`src/rtl/fp_division_seq_if.sv`:
```
// Handshake and data bundle for the sequential single-precision divider.
// Master drives start/operands; slave returns status, quotient and flags.
interface fp_division_seq_if;
  logic        start;
  logic [31:0] a_operand;
  logic [31:0] b_operand;
  logic        busy;
  logic        done;
  logic [31:0] result;
  logic        Exception;
  logic        Overflow;
  logic        Underflow;

  modport master (
    output start, a_operand, b_operand,
    input  busy, done, result,
    input  Exception, Overflow, Underflow
  );

  modport slave (
    input  start, a_operand, b_operand,
    output busy, done, result,
    output Exception, Overflow, Underflow
  );
endinterface

```
`src/rtl/fp_division_seq.sv`:
```
// Sequential IEEE-754 single divider: restoring mantissa divide,
// one quotient bit per clock, truncated result, denormals flushed.
module fp_division_seq #(
  parameter int EXP_W = 8,
  parameter int MAN_W = 23,
  parameter int BIAS  = 127
) (
  input  logic               clk,
  input  logic               reset,
  fp_division_seq_if.slave   bus
);

  typedef enum logic [1:0] {
    S_IDLE,
    S_DIV,
    S_NORM
  } state_t;

  localparam int MW = MAN_W + 1;
  localparam int SB = EXP_W + MAN_W;
  localparam logic [EXP_W-1:0] EMAX = '1;
  localparam logic [31:0] QNAN = 32'h7FC0_0000;

  state_t          r_state;
  logic            r_sign;
  logic [9:0]      r_exp;
  logic [MW-1:0]   r_mb;
  logic [MW:0]     r_rem;
  logic [MW:0]     r_q;
  logic [4:0]      r_cnt;
  logic            r_spec;
  logic [31:0]     r_spec_res;
  logic [2:0]      r_spec_flg;
  logic            r_busy;
  logic            r_done;
  logic [31:0]     r_result;
  logic            r_exc;
  logic            r_ovf;
  logic            r_unf;

  logic [EXP_W-1:0] w_ea;
  logic [EXP_W-1:0] w_eb;
  logic [MW-1:0]    w_ma;
  logic [MW-1:0]    w_mb;
  logic             w_sign;
  logic             w_a_max;
  logic             w_b_max;
  logic             w_a_zero;
  logic             w_b_zero;
  logic             w_nan;
  logic             w_dz;
  logic             w_az;
  logic             w_spec;
  logic [31:0]      w_spec_res;
  logic [2:0]       w_spec_flg;
  logic [9:0]       w_exp;
  logic             w_ge;
  logic [MW-1:0]    w_sub;
  logic [MW:0]      w_next_rem;
  logic signed [9:0] w_e_n;
  logic [MAN_W-1:0] w_mant;

  assign w_ea     = bus.a_operand[MAN_W +: EXP_W];
  assign w_eb     = bus.b_operand[MAN_W +: EXP_W];
  assign w_ma     = {1'b1, bus.a_operand[MAN_W-1:0]};
  assign w_mb     = {1'b1, bus.b_operand[MAN_W-1:0]};
  assign w_sign   = bus.a_operand[SB] ^ bus.b_operand[SB];
  assign w_a_max  = (w_ea == EMAX);
  assign w_b_max  = (w_eb == EMAX);
  assign w_a_zero = (w_ea == '0);
  assign w_b_zero = (w_eb == '0);

  // Mutually exclusive special-case classes
  assign w_nan  = w_a_max | w_b_max | (w_a_zero & w_b_zero);
  assign w_dz   = w_b_zero & ~w_a_zero & ~w_a_max;
  assign w_az   = w_a_zero & ~w_b_zero & ~w_b_max;
  assign w_spec = w_nan | w_dz | w_az;

  always_comb begin
    w_spec_res = '0;
    w_spec_flg = '0;
    unique case (1'b1)
      w_nan: begin
        w_spec_res = QNAN;
        w_spec_flg = 3'b100;
      end
      w_dz: begin
        w_spec_res = {w_sign, EMAX, MAN_W'(0)};
        w_spec_flg = 3'b110;
      end
      w_az: begin
        w_spec_res = {w_sign, 31'(0)};
        w_spec_flg = 3'b000;
      end
      default: begin
        w_spec_res = '0;
        w_spec_flg = '0;
      end
    endcase
  end

  assign w_exp = 10'(w_ea) - 10'(w_eb) + 10'(BIAS);

  // Remainder stays below 2*mb, so the low MW bits hold the exact difference
  assign w_ge       = r_rem >= {1'b0, r_mb};
  assign w_sub      = r_rem[MW-1:0] - r_mb;
  assign w_next_rem = w_ge ? {w_sub, 1'b0}
                           : {r_rem[MW-1:0], 1'b0};

  assign w_e_n  = r_q[MW] ? $signed(r_exp)
                          : $signed(r_exp - 10'd1);
  assign w_mant = r_q[MW] ? r_q[MW-1:1] : r_q[MW-2:0];

  always_ff @(posedge clk or posedge reset) begin
    if (reset) begin
      r_state    <= S_IDLE;
      r_sign     <= 1'b0;
      r_exp      <= '0;
      r_mb       <= '0;
      r_rem      <= '0;
      r_q        <= '0;
      r_cnt      <= '0;
      r_spec     <= 1'b0;
      r_spec_res <= '0;
      r_spec_flg <= '0;
      r_busy     <= 1'b0;
      r_done     <= 1'b0;
      r_result   <= '0;
      r_exc      <= 1'b0;
      r_ovf      <= 1'b0;
      r_unf      <= 1'b0;
    end else begin
      r_done <= 1'b0;
      unique case (r_state)
        S_IDLE: begin
          if (bus.start) begin
            r_busy     <= 1'b1;
            r_sign     <= w_sign;
            r_exp      <= w_exp;
            r_mb       <= w_mb;
            r_rem      <= {1'b0, w_ma};
            r_q        <= '0;
            r_cnt      <= 5'(MW);
            r_spec     <= w_spec;
            r_spec_res <= w_spec_res;
            r_spec_flg <= w_spec_flg;
            r_state    <= w_spec ? S_NORM : S_DIV;
          end
        end
        S_DIV: begin
          r_rem <= w_next_rem;
          r_q   <= {r_q[MW-1:0], w_ge};
          if (r_cnt == '0) begin
            r_state <= S_NORM;
          end else begin
            r_cnt <= r_cnt - 5'd1;
          end
        end
        S_NORM: begin
          r_done  <= 1'b1;
          r_busy  <= 1'b0;
          r_state <= S_IDLE;
          if (r_spec) begin
            r_result <= r_spec_res;
            {r_exc, r_ovf, r_unf} <= r_spec_flg;
          end else if (w_e_n >= 10'sd255) begin
            r_result <= {r_sign, EMAX, MAN_W'(0)};
            {r_exc, r_ovf, r_unf} <= 3'b010;
          end else if (w_e_n <= 10'sd0) begin
            r_result <= {r_sign, 31'(0)};
            {r_exc, r_ovf, r_unf} <= 3'b001;
          end else begin
            r_result <= {r_sign, w_e_n[EXP_W-1:0], w_mant};
            {r_exc, r_ovf, r_unf} <= 3'b000;
          end
        end
        default: r_state <= S_IDLE;
      endcase
    end
  end

  assign bus.busy      = r_busy;
  assign bus.done      = r_done;
  assign bus.result    = r_result;
  assign bus.Exception = r_exc;
  assign bus.Overflow  = r_ovf;
  assign bus.Underflow = r_unf;

endmodule

```
`src/flat_wrapper.sv`:
```
// flat-port wrapper written by rule: the top's interface ports become plain ports
module fp_division_seq_flat 
#(
  parameter int EXP_W = 8,
  parameter int MAN_W = 23,
  parameter int BIAS  = 127
)
  (clk, reset, bus_start, bus_a_operand, bus_b_operand, bus_busy, bus_done, bus_result, bus_Exception, bus_Overflow, bus_Underflow);
  fp_division_seq_if bus_i ();
  input  logic clk;
  input  logic reset;
  input wire logic [$bits(bus_i.start)-1:0] bus_start;
  input wire logic [$bits(bus_i.a_operand)-1:0] bus_a_operand;
  input wire logic [$bits(bus_i.b_operand)-1:0] bus_b_operand;
  output wire logic [$bits(bus_i.busy)-1:0] bus_busy;
  output wire logic [$bits(bus_i.done)-1:0] bus_done;
  output wire logic [$bits(bus_i.result)-1:0] bus_result;
  output wire logic [$bits(bus_i.Exception)-1:0] bus_Exception;
  output wire logic [$bits(bus_i.Overflow)-1:0] bus_Overflow;
  output wire logic [$bits(bus_i.Underflow)-1:0] bus_Underflow;
  assign bus_i.start = bus_start;
  assign bus_i.a_operand = bus_a_operand;
  assign bus_i.b_operand = bus_b_operand;
  assign bus_busy = bus_i.busy;
  assign bus_done = bus_i.done;
  assign bus_result = bus_i.result;
  assign bus_Exception = bus_i.Exception;
  assign bus_Overflow = bus_i.Overflow;
  assign bus_Underflow = bus_i.Underflow;
  fp_division_seq #(.EXP_W(EXP_W), .MAN_W(MAN_W), .BIAS(BIAS)) u_core (.clk(clk), .reset(reset), .bus(bus_i));
endmodule
```
`config.mk`:
```
export PLATFORM = sky130hd
export DESIGN_NAME = fp_division_seq_flat
export DESIGN_NICKNAME = d
export VERILOG_FILES = /design/src/rtl/fp_division_seq_if.sv /design/src/rtl/fp_division_seq.sv /design/src/flat_wrapper.sv
export SDC_FILE = /design/constraint.sdc
export NUM_CORES = 1
export LEC_CHECK = 0
export ABC_AREA = 1
export CORE_UTILIZATION = 40
export DETAILED_ROUTE_END_ITERATION = 10
export PLACE_DENSITY = 0.61
export SLEW_MARGIN = 20
export SYNTH_ARGS = -nofsm -noshare
export SYNTH_HDL_FRONTEND = slang
export SYNTH_SLANG_ARGS = --single-unit
```
`constraint.sdc`:
```
create_clock -name clk -period 8 [get_ports clk]
set_input_delay 1.2 -clock clk [delete_from_list [all_inputs] [get_ports clk]]
set_output_delay 1.2 -clock clk [all_outputs]
set_load 0.05 [all_outputs]
```
==> impl_results.md, run 1 <==
* Initial antenna violation count at 1
* Worst rel slew slack at 0.3392
* Via count at 7,748
* Adder-cell area share of the yosys netlist at 0.05727
* Final Hold Vio Count at 0
* Placer congestion estimate at 0.9185
* Clk pwr share at 0.157
* Die width at 148.3 um
* Critical-path maximum fanout at 73
* Wire per inst at ~14 um
* Worst path max stage delay at a little under 600 ps
* Longest Clk Path Bufs at 2
* WP depth at 10
* Leak at around 5.0 nW
* CTS buffer count at 17
* Finished Core Util at 0.4940
* Synthesis Warnings at 0
* Tmin final at roughly 3600 ps
* CP arrival at 3930 ps
* Share of cells above drive strength 1 at 0.07359
* # Post-CTS Setup Buffers at 0
* VDD IR max at approximately 0.2 mV
* Sequential fraction of the synthesis area at 0.3915
* Remaining DRCs at 1
* Number of H-tree levels at 4
* Largest net degree at the start of global routing at 80
* Cell Pwr Density at between 400 and 500 nW/um^2
* Status: finished with violations
* FF/Latch Area at between 3000 and 4000 sq um
* P&R area growth vs syn at 21.26%
* Mapped Area at between 8000 and 9000 sq um
* Int Power at ~2.5 mW
* Fill count at 2,144
* Sw Ratio at 0.5020
* Max-capacitance violation count at 0
* Die ar. at 22,000 sq um
* DP Area at between 9000 and 10,000 sq um
* Clock sinks at 134
* Final slew viol count at 0
* Crit path launch type: primary input
* Final ANT Viol Nets at 0
* Max Clk Rate at between 200 and 300 MHz
* Aggregate negative setup slack at 0 ps
* Synth area leader: dfrtp_1
* Failing checks: DRC
* Clock Skew at 8.946 ps
* Vias/cell at 4.944
* Drt pass-1 iters at 8
* Psw at between 2 and 2.5 mW
* First-pass GRT wire length at around 37,000 um
* Synthesized flop and latch total at roughly 130
* GRT Util Overall at 0.2118
* Top cell type's share of synthesized area at 0.3915
* Worst Hold Class: register to register
* Crit-path cells: clkdlybuf4s50_1, nand2_1, nor2_4, buf_4, nor2_1, inv_1, nand2_1, or2_1, o21ai_0, nand3_1
* Sequential fraction of design power at 0.238
* Multi-input logic area at around 4300 sq um
* Mux share of post-synthesis cell area at 0
* Ys flop type: dfrtp_1
* I/O Buffers at ~100
* Row count at 53
* CP Capture Type: register
* XOR/XNOR Fraction of Synth Area at 0.02045
* Async set-reset flop share out of synthesis at 1.000
* Actual slew at the worst max-slew pin at 988.8 ps
* Cell with the most instances after synthesis: nand2_1
* Number of global-route vias before repair at 7,369
* RSZ-0062 raised after global routing: false
* RR Endpoint: u_core.r_cnt[4]
* Die Span Y at 148.3 um
* Critical path's slowest cell: buf_4
* Total grt overflow at 0
* 1st-iter DRT viols at 486
* Final setup vio count at 0
* Top area cells in the synthesized netlist: dfrtp_1 39%, nand2_1 14%, inv_1 7.9%, o21ai_0 5.7%, ha_1 5.3%
* Post-Synth Simple-Gate Area at 0.2782
* Core Region at 21,020 sq um
* Design area at 10,390 sq um
* Post-CTS resize count at 0
* Comb pwr share at 0.605
* Reg2Reg Depth at 10
* Crit path max-delay family: simple AND/OR/NAND/NOR gates
* Min Hold Slack at between 400 and 500 ps
* R2r setup slk at around 5000 ps
* Commonest cells post-synth: 322 x nand2_1, 181 x inv_1, 134 x dfrtp_1, 98 x o21ai_0, 86 x nor2_1
* FF-to-FF Start: u_core.r_state[1]
* CTS root buf: clkbuf_16
* Cell repeated most along the worst path: nand2_1
* Mean Syn Cell Area at just over 7 sq um
* CTS tree: built
* Detail Placement HPWL at between 15,000 and 20,000 um
* Initial Util at 0.4074
* EDFF count, synth at 0
* Clk pin slew, worst setup/hold paths at around 60 ps
* Nets at around 1,400
* Post-Route WL at about 22,000 um
* Post-Syn Nets at ~1,300
* Worst EP required at ~8300 ps
* Post-synthesis compound-gate area fraction at 0.1462
* Largest family of logic cells by synthesized area: simple AND/OR/NAND/NOR gates
* Yosys cell types at 42
* CP startpoint: bus_start
* Fin crit share at 0.4551
* I/O pins at roughly 100
* CTS Hold Buffers Added at 0
* Crit path capture: u_core.r_cnt[4]
* Synth Instances at between 1,000 and 1,500
* Clk_lat worst skew at between 400 and 500 ps
* Worst Path Buf+Inv at 3
* WS Path Type: primary input to register
==> state kept, by name, summed over array words and instances (netlist names), 2 cells and up <==
register	flops
u_core.r_cnt	5
u_core.r_spec_res	3
u_core.r_state	2
u_core.r_q	25
u_core.r_rem	25
u_core.r_mb	24
u_core.r_exp	10
u_core.bus.result	32
==> power groups by stage <==
stage | registers, mW | logic [mW] | clock network, mW
after floorplan | 1.42 | 2.00 | 0
after global placement | 1.18 | 2.94 | 0
after detailed placement | 1.19 | 2.98 | 0
after CTS | 1.18 | 2.99 | 0.793
after global routing | 1.22 | 3.40 | 0.822
final | 1.18 | 3.00 | 0.778
==> how the worst min path moves through the flow <==
stage,from,to,slack (ps),cells past startpoint
after floorplan,u_core.r_mb[23],u_core.r_mb[23],430,2
after global placement,u_core.r_sign,u_core.r_sign,460,2
after detailed placement,u_core.r_sign,u_core.r_sign,460,2
after CTS,u_core.r_sign,u_core.r_sign,480,2
after global routing,u_core.r_mb[23],u_core.r_mb[23],500,2
final,u_core.bus.result[4],u_core.bus.result[4],480,2
==> metrics by stage <==
| step | setup WS [ps] | std cells | power [mW] |
|---|---|---|---|
| 2_1_floorplan | 3217 | 1191 | 3.418 |
| 3_3_place_gp | 4009 | 1535 | 4.125 |
| 3_5_place_dp | 3912 | 1535 | 4.166 |
| 4_1_cts | 4398 | 1566 | 4.965 |
| 5_1_grt | 4091 | 1567 | 5.440 |
| 6_report | 4359 | 1567 | 4.953 |
==> metal layers <==
metal  track usage  wire length, um  part of all wire
met3       0.03374              838             0.039
met4       0.06598              327             0.015
met5             0                0                 0
met2        0.3258             9581              0.44
met1        0.3039            10950              0.50
==> logic make-up (layout without fill, tap and decap cells) <==
kind of cell | after synthesis | count (layout)
and+or+nand+nor | 552 | 552
buffers and inverters | 230 | 330
AOI/OAI and AO/OA | 217 | 217
DFF | 134 | 134
adders and majority gates | 38 | 38
xor gates and xnor gates | 20 | 20
other | 0 | 1
==> area by class of cell <==
type | count | share of cell area
Antenna cell | 1 | 0.0002410
Clock buffer | 18 | 0.04133
Clock inverter | 13 | 0.01410
Inverter | 190 | 0.06964
Multi-Input combinational cell | 827 | 0.4151
Sequential cell | 134 | 0.3229
Tap cell | 275 | 0.03313
Timing Repair Buffer | 109 | 0.1036
==> cell usage in the layout, fill, tap and decap left out, drive strengths merged, types with 3 or more instances in the layout <==
cell type      count
nand2            328
inv              195
dfrtp            134
o21ai            121
clkdlybuf4s50    103
nor2              94
nand3             77
a21oi             50
ha                36
nand4             28
o22ai             26
clkbuf            18
nor3              11
xor2              10
xnor2             10
buf                6
or2                6
nand3b             4
a21o               4
o21bai             4
nor4               4
o31ai              4
clkinvlp           4
a31oi              3
==> worst reg2reg max path: cells and delay by family, from the launching register on <==
family | cells | cell delay [ps]
AOI/OAI and AO/OA | 1 | 140
DFF | 1 | 390
buffers and inverters | 3 | 830
and+or+nand+nor | 6 | 1460
No activity file was read; power rests on OpenSTA's default activity.
==> run 2: changes to the inputs <==
--- a/config.mk
+++ b/config.mk
@@ -8,7 +8,7 @@
 export ABC_AREA = 1
 export CORE_UTILIZATION = 40
 export DETAILED_ROUTE_END_ITERATION = 10
-export PLACE_DENSITY = 0.61
+export PLACE_DENSITY = 0.63
 export SLEW_MARGIN = 20
 export SYNTH_ARGS = -nofsm -noshare
 export SYNTH_HDL_FRONTEND = slang
==> constraint.sdc (replaced) <==
create_clock -name clk -period 3.2 [get_ports clk]
set_input_delay 0.48 -clock clk [delete_from_list [all_inputs] [get_ports clk]]
set_output_delay 0.48 -clock clk [all_outputs]
set_load 0.05 [all_outputs]
==> impl_results.md, run 2 (same netlist as run 1, synthesis figures left out) <==
* Status: finished with violations
* Failing checks: DRC
* Post-Route WL at 21,390 um (-1.4%)
* Vias/cell at 4.942 (about the same)
* Fill count at 2,107 (-1.7%)
* 1st-iter DRT viols at 460 (-5.3%)
* Final Hold Vio Count at 0 (unchanged)
* Tmin final at around 2500 ps
* Row count at 53 (unchanged)
* Final ANT Viol Nets at 0 (unchanged)
* GRT Util Overall at 0.2029 (-0.008863)
* FF-to-FF Start: u_core.r_rem[6]
* Final slew viol count at 0 (unchanged)
* Final setup vio count at 0 (unchanged)
* CP Capture Type: register
* # Post-CTS Setup Buffers at 0 (unchanged)
* Crit path launch type: register
* Clk_lat worst skew at 420 ps (about the same)
* Wire per inst at 13.57 um (-2.0%)
* VDD IR max at 0.5579 mV (+190%)
* Reg2Reg Depth at 12 (+2)
* Critical-path maximum fanout at 28 (-62%)
* Number of H-tree levels at 4 (unchanged)
* Placer congestion estimate at 0.9056 (-1.4%)
* Clock sinks at 134 (unchanged)
* Drt pass-1 iters at 9 (+1)
* Crit-path cells: ha_1, nand2_1, nor2_1, nand3_1, nand3b_1, nand2_2, nand3_4, inv_2, nand2_1, nand2_1, o21bai_1, inv_1
* Worst EP required at 3520 ps (-4770 ps)
* CTS Hold Buffers Added at 0 (unchanged)
* RR Endpoint: u_core.r_rem[17]
* Number of global-route vias before repair at 7,154 (-2.9%)
* CTS root buf: clkbuf_16
* Nets at 1,393 (+0.65%)
* Initial antenna violation count at 0 (-1)
* Crit path max-delay family: simple AND/OR/NAND/NOR gates
* I/O pins at 104 (unchanged)
* Cell repeated most along the worst path: nand2_1
* Diodes inserted at 0 (-1)
* Most common cell after layout, fill and taps aside: nand2_1
* P&R area growth vs syn at 22.40%
* WS Path Type: register to register
* Longest Clk Path Bufs at 2 (unchanged)
* Actual slew at the worst max-slew pin at 662.9 ps (-325.8 ps)
* Die Span Y at 148.3 um (unchanged)
* Worst Path Buf+Inv at 2 (-1)
* Via count at 7,788 (+0.52%)
* First-pass GRT wire length at 35,490 um (-4.2%)
* CP arrival at 2800 ps (-1130 ps)
* Remaining DRCs at 1 (unchanged)
* Finished Core Util at 0.4987 (+0.004643)
* Total grt overflow at 0 (unchanged)
* Cell Pwr Density at 1188 nW/um^2 (+150%)
* Clock Skew at 7.200 ps (-1.746 ps)
* Initial Util at 0.4074 (unchanged)
* Fin crit share at 0.7761
* Post-CTS resize count at 0 (unchanged)
* I/O Buffers at 103 (unchanged)
* Largest net degree at the start of global routing at 74 (-7.5%)
* Detail Placement HPWL at 15,880 um (about the same)
* CTS buffer count at 17 (unchanged)
* Max Clk Rate at between 400 and 500 MHz
* Share of cells above drive strength 1 at 0.08071 (+0.007121)
* RSZ-0062 raised after global routing: false
* Worst Hold Class: primary input to asynchronous set/reset pin
* Max-capacitance violation count at 0 (unchanged)
* Die ar. at 22,000 sq um (unchanged)
* Worst rel slew slack at 0.5581 (+0.2188)
* CTS tree: built
* Die width at 148.3 um (unchanged)
* R2r setup slk at 720 ps (-4330 ps)
* Critical path's slowest cell: dfrtp_1
* Worst path max stage delay at 400 ps (-180 ps)
* Core Region at 21,020 sq um (unchanged)
* Aggregate negative setup slack at 0 ps (unchanged)
* Leak at 5.078 nW (+1.2%)
* Clk pin slew, worst setup/hold paths at 60 ps (about the same)
* Number of flip-flops in the largest register at 32 (unchanged)
* Commonest cells after routing, fill and taps aside: 322 x nand2_1, 180 x inv_1, 134 x dfrtp_1
[run 2: cell types whose count changed in the layout (fill, tap and decap cells not counted), sizes merged]
cell	previous run	this run
buf	6	15
diode	1	0
inv	195	193
clkinv	2	3
clkinvlp	4	3
clkbuf	18	21
[run 2: layer usage]
| layer | GRT usage | part of all wire | vias to the layer above |
|---|---|---|---|
| met4 | 0.04691 | 0.0099 | 0 |
| met1 | 0.2889 | 0.51 | 3595 |
| li1 | - | - | 4030 |
| met5 | 0 | 0 | - |
| met3 | 0.03650 | 0.036 | 17 |
| met2 | 0.3188 | 0.45 | 146 |
[run 2: power breakdown]
group | leakage, nW | internal, mW | switching, mW
logic | 3.09 | 2.59 | 4.91
clock network | 0.293 | 1.23 | 0.793
registers | 1.70 | 2.46 | 0.482
total | 5.08 | 6.27 | 6.18
[run 2: cell type report]
class	instances	area, sq um	area share
Multi-Input combinational cell	827	4310	0.4112
Sequential cell	134	3353	0.3199
Timing Repair Buffer	118	1144	0.1091
Inverter	190	721.9	0.06887
Clock buffer	21	470.5	0.04488
Tap cell	275	344.1	0.03282
Clock inverter	11	138.9	0.01325
[run 2: worst max-delay path by stage]
stage	startpoint	endpoint	slack (ps)	cells past startpoint
5_1_grt	u_core.r_rem[6]	u_core.r_rem[17]	410	12
4_1_cts	u_core.r_rem[6]	u_core.r_rem[17]	720	12
6_report	u_core.r_rem[6]	u_core.r_rem[17]	720	12
3_5_place_dp	bus_a_operand[23]	u_core.r_exp[8]	370	12
2_1_floorplan	reset	u_core.bus.Exception	1050	1
3_3_place_gp	bus_a_operand[23]	u_core.r_exp[8]	410	12
[run 2: through the flow]
step | cell area, sq um | power [mW] | hold slack (ps) | std cells | setup WS [ps]
after floorplan | 8568 | 8.545 | 425.9 | 1191 | 1051
after global placement | 9873 | 10.34 | 457.1 | 1544 | 407.1
after detailed placement | 9873 | 10.43 | 464.7 | 1544 | 369.5
after CTS | 10480 | 12.50 | 352.6 | 1576 | 720.6
after global routing | 10480 | 13.62 | 374.7 | 1576 | 408.8
final | 10480 | 12.46 | 357.5 | 1576 | 716.6
==> run 3: changes to the inputs <==
==> constraint.sdc (replaced) <==
create_clock -name clk -period 2.2 [get_ports clk]
set_input_delay 0.33 -clock clk [delete_from_list [all_inputs] [get_ports clk]]
set_output_delay 0.33 -clock clk [all_outputs]
set_load 0.05 [all_outputs]
==> impl_results.md, run 3 (same netlist as run 1, synthesis figures left out) <==
* Status: finished clean
* Drt pass-1 iters at 5 (-4)
* Clock sinks at 134 (unchanged)
* Cell Pwr Density at 1795 nW/um^2 (+51%)
* Leak at 5.641 nW (+11%)
* Final setup vio count at 0 (unchanged)
* Clock Skew at 6.203 ps (-0.9971 ps)
* Final Hold Vio Count at 0 (unchanged)
* Initial antenna violation count at 0 (unchanged)
* Aggregate negative setup slack at 0 ps (unchanged)
* Clk_lat worst skew at 420 ps (about the same)
* Worst rel slew slack at 0.6457 (+0.08764)
* Fin crit share at 0.9518 (+0.1758)
* Final ANT Viol Nets at 0 (unchanged)
* Max-capacitance violation count at 0 (unchanged)
* Via count at 8,236 (+5.8%)
* Die width at 148.3 um (unchanged)
* P&R area growth vs syn at 37.98%
* I/O Buffers at 103 (unchanged)
* Actual slew at the worst max-slew pin at 531.4 ps (-131.5 ps)
* Total Power at 21.21 mW (+70%)
* I/O pins at 104 (unchanged)
* CP Capture Type: register
* Initial Util at 0.4074 (unchanged)
* CTS Hold Buffers Added at 0 (unchanged)
* Worst Hold Class: primary input to asynchronous set/reset pin
* CTS tree: built
* Detail Placement HPWL at 16,780 um (+5.7%)
* Nets at 1,497 (+7.5%)
* CTS buffer count at 17 (unchanged)
* Critical path's slowest cell: dfrtp_1
* Tmin final at 2094 ps (-389.4 ps)
* VDD IR max at 0.7597 mV (+36%)
* Critical-path maximum fanout at 7 (-75%)
* Row count at 53 (unchanged)
* Crit-path cells: ha_4, nand2_2, nor2_4, nand3_2, nor3_4, nand3_4, nand3_4, inv_6, nand2_1, nand2_1, o21bai_1, inv_1
* CTS root buf: clkbuf_16
* Wire per inst at 13.75 um (+1.3%)
* Placed cell count at 1,627 (+5.4%)
* Placer congestion estimate at 0.9067 (+0.12%)
* WS Path Type: register to register
* DP Area at 10,550 sq um (+6.8%)
* Crit path launch type: register
* Design area at 11,820 sq um (+13%)
* Finished Layout Cells at 1,679 (+6.5%)
* Clk pin slew, worst setup/hold paths at 60 ps (about the same)
* Number of global-route vias before repair at 7,708 (+7.7%)
* Number of flip-flops in the largest register at 32 (unchanged)
* Core Region at 21,020 sq um (unchanged)
* RSZ-0062 raised after global routing: true
* First-pass GRT wire length at 37,230 um (+4.9%)
* Largest net degree at the start of global routing at 49 (-34%)
* Longest Clk Path Bufs at 2 (unchanged)
* Most common cell after layout, fill and taps aside: nand2_1
* Number of H-tree levels at 4 (unchanged)
* Worst EP required at 2510 ps (-1010 ps)
* Vias/cell at 4.905 (-0.74%)
* Max Clk Rate at 477.5 MHz (+19%)
* Final slew viol count at 0 (unchanged)
* Share of cells above drive strength 1 at 0.2080 (+0.1273)
* Diodes inserted at 0 (unchanged)
* Remaining DRCs at 0 (-1)
* Worst path max stage delay at 410 ps (about the same)
* Commonest cells after routing, fill and taps aside: 301 x nand2_1, 171 x inv_1, 133 x dfrtp_1
* GRT Util Overall at 0.2126 (+0.009687)
* Post-Route WL at 23,090 um (+8.0%)
* CP arrival at 2410 ps (-390 ps)
* Die ar. at 22,000 sq um (unchanged)
* 1st-iter DRT viols at 378 (-18%)
* Die Span Y at 148.3 um (unchanged)
* Total grt overflow at 0 (unchanged)
-- run 3: changes by cell type in the layout (fill, tap and decap cells not counted), sizes merged, moves of 2 or more --
cell    before  now
buf         15  114
clkbuf      21   17
clkinv       3    6
nand3       77   80
or2          6    8
-- run 3: path summary, 6_finish.rpt --
kind,endpoint,slack [ps],startpoint,cells after the start
max in group asynchronous,u_core.r_q[24],1440,reset,3
worst max-delay path,u_core.r_rem[17],110,u_core.r_rem[5],12
worst min-delay path,u_core.r_rem[0],220,reset,2
min in group clk,u_core.r_mb[6],460,bus_b_operand[6],3
worst min register to register,u_core.r_mb[23],470,u_core.r_mb[23],2
worst max register to register,u_core.r_rem[17],110,u_core.r_rem[5],12
-- run 3: repair_timing --
item / CTS / global route
buffers inserted: 1 / 15
endpoints found under the setup margin: 22 / 60
cloned: 2 / 3
pin swaps: 2 / 18
resized for setup: 16 / 103
-- run 3: cell type report --
cell class / instances / area [sq um]
tap: 275 / 344.1
sequential: 134 / 3354
multi-input combinational: 832 / 4870
clock inverter: 14 / 152.6
timing repair buffer: 217 / 1944
inverter: 190 / 726.9
clock buffer: 17 / 425.4
fill: 1935 / 9204
-- run 3: metal layers --
layer | part of all wire | track usage | vias to the layer above
met5 | 0 | 0 | -
met2 | 0.47 | 0.3399 | 156
met4 | 0.0085 | 0.05258 | 0
met3 | 0.035 | 0.03221 | 16
li1 | - | - | 4249
met1 | 0.49 | 0.3005 | 3815
-- run 3: worst max-delay path: cells and delay by family, from the launching register on --
kind,cells,cell delay (ps)
compound gates,1,110
simple gates,8,1030
flops,1,410
buf+inv,2,120
fa+ha+maj,1,310
-- run 3: per-stage QoR --
stage / util / hold WS (ps) / worst slack [ps]
after floorplan: - / 425.9 / 200.9
after global placement: 0.5017 / 448.3 / -428.3
after detailed placement: 0.5017 / 454.6 / -446.8
after CTS: 0.5357 / 225.3 / -19.76
after global routing: 0.5622 / 236.2 / -49.60
final: 0.5622 / 224.2 / 106.0
-- run 3: power breakdown --
group | internal [mW] | leakage (nW) | total [mW] | switching (mW)
logic | 5.85 | 3.67 | 14.0 | 8.18
clock network | 1.67 | 0.277 | 2.82 | 1.15
registers | 3.58 | 1.70 | 4.36 | 0.778
